[src/rtl/pwm_duty_serializer.sv]
// Serialises duty words MSB-first to a downstream PWM shift register.
// Define SLEW_LIMIT_EN to step toward each target by at most MAX_STEP per frame.
module pwm_duty_serializer #(
    parameter int DATA_W     = 8,
    parameter int GAP_CYCLES = 1,
    parameter int MAX_STEP   = 16
) (
    input  logic              clk,
    input  logic              rst_n,
    input  logic [DATA_W-1:0] duty_in,
    input  logic              duty_valid,
    output logic              duty_ready,
    output logic              shift_en,
    output logic              data_out,
    output logic              frame_done
);

    localparam int CNT_W = $clog2(DATA_W + 1);
    localparam logic [CNT_W-1:0] LAST_BIT = CNT_W'(DATA_W - 1);
    localparam logic [3:0] GAP_LAST = 4'(GAP_CYCLES - 1);

    if (GAP_CYCLES < 1 || GAP_CYCLES > 15) begin : g_gap_chk
        $error("GAP_CYCLES must be within 1..15");
    end
    if (MAX_STEP < 1 || MAX_STEP > (2 ** DATA_W) - 1) begin : g_step_chk
        $error("MAX_STEP must be within 1..2^DATA_W-1");
    end
    if (DATA_W < 2) begin : g_width_chk
        $error("DATA_W must be at least 2");
    end

    typedef enum logic [1:0] {
        IDLE,
        SHIFT,
        GAP
    } state_t;

    state_t            state;
    state_t            state_n;
    logic [DATA_W-1:0] target;
    logic [DATA_W-1:0] target_n;
    logic [DATA_W-1:0] last_sent;
    logic [DATA_W-1:0] last_n;
    logic [DATA_W-1:0] shreg;
    logic [DATA_W-1:0] shreg_n;
    logic [CNT_W-1:0]  bit_cnt;
    logic [CNT_W-1:0]  bit_n;
    logic [3:0]        gap_cnt;
    logic [3:0]        gap_n;
    logic              shift_n;
    logic              data_n;
    logic              done_n;
    logic              ready_n;
    logic              start;
    logic [DATA_W-1:0] start_word;
    logic [DATA_W-1:0] word;

`ifdef SLEW_LIMIT_EN
    localparam logic [DATA_W:0] STEP = (DATA_W + 1)'(MAX_STEP);

    logic [DATA_W-1:0] word_n;

    // One extra bit of headroom keeps cur+STEP from wrapping.
    function automatic logic [DATA_W-1:0] slew(
        input logic [DATA_W-1:0] tgt,
        input logic [DATA_W-1:0] cur
    );
        logic [DATA_W:0] t;
        logic [DATA_W:0] c;
        logic [DATA_W:0] r;
        t = {1'b0, tgt};
        c = {1'b0, cur};
        r = t;
        if (t > c + STEP) begin
            r = c + STEP;
        end else if (c > t + STEP) begin
            r = c - STEP;
        end
        return r[DATA_W-1:0];
    endfunction

    always_ff @(posedge clk) begin
        if (!rst_n) begin
            word <= '0;
        end else begin
            word <= word_n;
        end
    end
`else
    assign word = target;
`endif

    always_ff @(posedge clk) begin
        if (!rst_n) begin
            state      <= IDLE;
            target     <= '0;
            last_sent  <= '0;
            shreg      <= '0;
            bit_cnt    <= '0;
            gap_cnt    <= '0;
            shift_en   <= 1'b0;
            data_out   <= 1'b0;
            frame_done <= 1'b0;
            duty_ready <= 1'b1;
        end else begin
            state      <= state_n;
            target     <= target_n;
            last_sent  <= last_n;
            shreg      <= shreg_n;
            bit_cnt    <= bit_n;
            gap_cnt    <= gap_n;
            shift_en   <= shift_n;
            data_out   <= data_n;
            frame_done <= done_n;
            duty_ready <= ready_n;
        end
    end

    always_comb begin
        state_n    = state;
        target_n   = target;
        last_n     = last_sent;
        shreg_n    = shreg;
        bit_n      = bit_cnt;
        gap_n      = gap_cnt;
        shift_n    = 1'b0;
        data_n     = 1'b0;
        done_n     = 1'b0;
        ready_n    = 1'b0;
        start      = 1'b0;
        start_word = target;
`ifdef SLEW_LIMIT_EN
        word_n     = word;
`endif

        unique case (state)
            IDLE: begin
                ready_n = 1'b1;
                if (duty_valid) begin
                    target_n = duty_in;
                    start    = 1'b1;
`ifdef SLEW_LIMIT_EN
                    start_word = slew(duty_in, last_sent);
`else
                    start_word = duty_in;
`endif
                end
            end
            SHIFT: begin
                if (bit_cnt == LAST_BIT) begin
                    state_n = GAP;
                    done_n  = 1'b1;
                    last_n  = word;
                    gap_n   = GAP_LAST;
                end else begin
                    shift_n = 1'b1;
                    data_n  = shreg[DATA_W-1];
                    shreg_n = {shreg[DATA_W-2:0], 1'b0};
                    bit_n   = bit_cnt + 1'b1;
                end
            end
            GAP: begin
                if (gap_cnt != 4'd0) begin
                    gap_n = gap_cnt - 4'd1;
                end else begin
`ifdef SLEW_LIMIT_EN
                    // last_sent already equals word here.
                    if (word != target) begin
                        start      = 1'b1;
                        start_word = slew(target, last_sent);
                    end else begin
                        state_n = IDLE;
                        ready_n = 1'b1;
                    end
`else
                    state_n = IDLE;
                    ready_n = 1'b1;
`endif
                end
            end
            default: begin
                state_n = IDLE;
                ready_n = 1'b1;
            end
        endcase

        if (start) begin
            state_n = SHIFT;
            ready_n = 1'b0;
            shift_n = 1'b1;
            data_n  = start_word[DATA_W-1];
            shreg_n = {start_word[DATA_W-2:0], 1'b0};
            bit_n   = '0;
`ifdef SLEW_LIMIT_EN
            word_n  = start_word;
`endif
        end
    end

endmodule

[config.mk]
export PLATFORM = sky130hd
export DESIGN_NAME = pwm_duty_serializer
export DESIGN_NICKNAME = d
export VERILOG_FILES = /design/src/rtl/pwm_duty_serializer.sv
export SDC_FILE = /design/constraint.sdc
export NUM_CORES = 1
export LEC_CHECK = 0
export CAP_MARGIN = 30
export CORE_ASPECT_RATIO = 0.8
export CORE_MARGIN = 1
export CORE_UTILIZATION = 40
export DETAILED_ROUTE_END_ITERATION = 10
export PLACE_DENSITY = 0.72
export SLEW_MARGIN = 30
export SYNTH_ARGS = -nofsm -noshare
export SYNTH_HDL_FRONTEND = slang
export SYNTH_SLANG_ARGS = --single-unit
[constraint.sdc]
create_clock -name clk -period 1.9 [get_ports clk]
set_input_delay 0.475 -clock clk [delete_from_list [all_inputs] [get_ports clk]]
set_output_delay 0.475 -clock clk [all_outputs]
set_load 0.02 [all_outputs]
==> out/metrics.cfg <==
[final_layout]
finalCoreUtilization = 0.4933
antennaDiodeCount = 0
final_common_cell = dfxtp_1
area_growth_pct = 16.73
fillers = 245
nets = 142
final_cells = 163
final_cell_mix = dfxtp_1, clkdlybuf4s50_1, o21ai_0
drive_gt1_frac = 0.1260

[global_route]
grt_pass1_vias = 714
grt_use_met3 = 0.01622
grt_pass1_wl_um = 3022
grt_max_degree = 16
grt_usage = 0.1485
overflow = 0
grt_antenna_before_repair = 0
top_usage_layer = met2
use_met2 = 0.2432
grt_use_met1 = 0.1993

[setup_path]
cp_top_family = buffers and inverters
slowest_delay_ns = 0.59
r2r_cells = 4
cp_max_fo = 1
startpoint_type = register
path_class = register to output port
crit_cells = 1
crit_chain = clkdlybuf4s50_1
worstPathArrival_ns = 1.21
worstPathRequired_ns = 1.42
crit_buf_inv = 1
cp-end-kind = output port
crit_slowest_cell = clkdlybuf4s50_1

[yosys]
netlist_instances = 115
synth_top_area_share = 0.4073
synth_warnings = 0
syn_avg_cell_area_um2 = 8.976
async_flop_share = 0
synth-main-ff-cell = dfxtp_1
yosysTopAreaCell = dfxtp_1
synth_cell_type_count = 38
syn_nets = 129
ys_seq_elements = 21
synth_area_leaders = dfxtp_1, o21ai_0, a31oi_1
yosysSeqAreaShare = 0.4073
syn_area_um2 = 1032
synth-edff-count = 0

[status]
violations = design-rule violations
status = finished, violations left

[timing]
tns_ns = 0
rsz0062_at_grt = no
finalCritPeriodShare = 0.8865
fin_crit_ns = 1.684
slew_violations = 0
slew_headroom = 0.7244
setup_violations = 0
hold_viol = 0
clock_skew_ns = 0.004197
fmax_mhz = 593.7
tightest_slew_ns = 0.4125

[floorplan]
io_pins = 15
die_h_um = 47.44
start_util = 0.4226
die_w_um = 58.80
die_area_um2 = 2789
core-area_um2 = 2442
rows = 16

[power_and_ir_drop]
p_leak_uw = 0.0003935
p_comb_frac = 0.136
p_sw_frac = 0.2459
switchingPower_uw = 194.5
cellPowerDensity_nw_per_um2 = 656.6
peakVddDrop_mv = 0.2315
clkPwrFrac = 0.265
internal_power_uw = 596.7
p_seq_frac = 0.599

[clock_tree]
cts-htree-levels = 1
hold_buffers = 0
root_buffer = clkbuf_4
cts_tree = built
postCtsResizedCells = 0
post_cts_buffers = 0
clk_pin_slew_worst_paths_ns = 0.11
numCtsBuffers = 3
clockBufferDepth = 2
clk_latency_ns = 0.29
cts_sinks = 21

[min_path]
min_path_cells = 2
hold_class = register to register

[detailed_routing]
drt-initial-drc-count = 25
drtPass1Iterations = 7
totalWireLength_um = 1930
detail-route-antenna-nets = 0
route.detailed.drc = 1
via_count = 854
via_per_inst = 5.239
wl_per_cell_um = 11.84

[placed_design]
portBuffers = 14
dp.cells = 159
place_congestion = 0.7297
dp_hpwl_um = 1425

[job]
drv_cap = 0

## stage by stage
step | power (uW) | setup slack, ns | hold slack (ns) | instance area [um^2]
CTS | 799.4 | 0.2018 | 0.4872 | 1205
finish | 791.2 | 0.2156 | 0.4858 | 1205
floorplan | 557.3 | 0.5263 | 0.4472 | 1032
detailed placement | 592.8 | -0.001495 | 0.4696 | 1179
global route | 826.8 | 0.1652 | 0.5104 | 1205
global placement | 589.8 | 0.05972 | 0.4689 | 1179
## flip-flops by register name, summed over array words and instances (netlist names)
name        cells
shreg           7
bit_cnt         4
gap_cnt         4
state           2
data_out        1
duty_ready      1
frame_done      1
shift_en        1
## layer usage
metal,share of wire,routed length [um]
met5,0,0
met3,0.012,24
met2,0.48,920
met4,0,0
met1,0.51,984
## power groups by stage
stage / combinational [uW] / clock (uW) / sequential, uW
final: 108 / 209 / 474
after global placement: 107 / 0 / 483
after CTS: 109 / 216 / 474
after detailed placement: 109 / 0 / 484
after global routing: 118 / 232 / 476
after floorplan: 73.7 / 0 / 484
## layout make-up
| cell class | instances | area [um^2] | area share |
|---|---|---|---|
| clock buffers | 4 | 26.28 | 0.02181 |
| multi-input cells | 82 | 539.3 | 0.4476 |
| repair buffers | 17 | 162.7 | 0.1350 |
| inverters | 3 | 11.26 | 0.009346 |
| well taps | 36 | 45.04 | 0.03738 |
| flip-flops and latches | 21 | 420.4 | 0.3489 |
## cells in the mapped netlist (all sizes together), types with 3 or more instances
| cell | n |
|---|---|
| nand3 | 9 |
| ha | 3 |
| buf | 6 |
| o21ai | 15 |
| nand2b | 3 |
| o211ai | 3 |
| nand2 | 6 |
| dfxtp | 21 |
| a21oi | 7 |
| nand3b | 3 |
| nor2 | 4 |
| a31oi | 8 |
| clkbuf | 3 |
## kinds of logic after synthesis
group           count (synthesis)  share of synthesized area
compound gates                 37                     0.2291
flops                          21                     0.4073
fa+ha+maj                       3                    0.03637
mux                             1                   0.009697
simple gates                   41                     0.2473
buf+inv                        12                    0.07029
## worst paths after layout
path                                 start          to  slack (ns)
worst min-delay path              shreg[4]    shreg[5]        0.49
worst max-delay path            frame_done  frame_done        0.22
worst min register to register    shreg[4]    shreg[5]        0.49
worst max register to register  bit_cnt[0]  bit_cnt[3]        0.29
(Power assumes the default switching activity.)
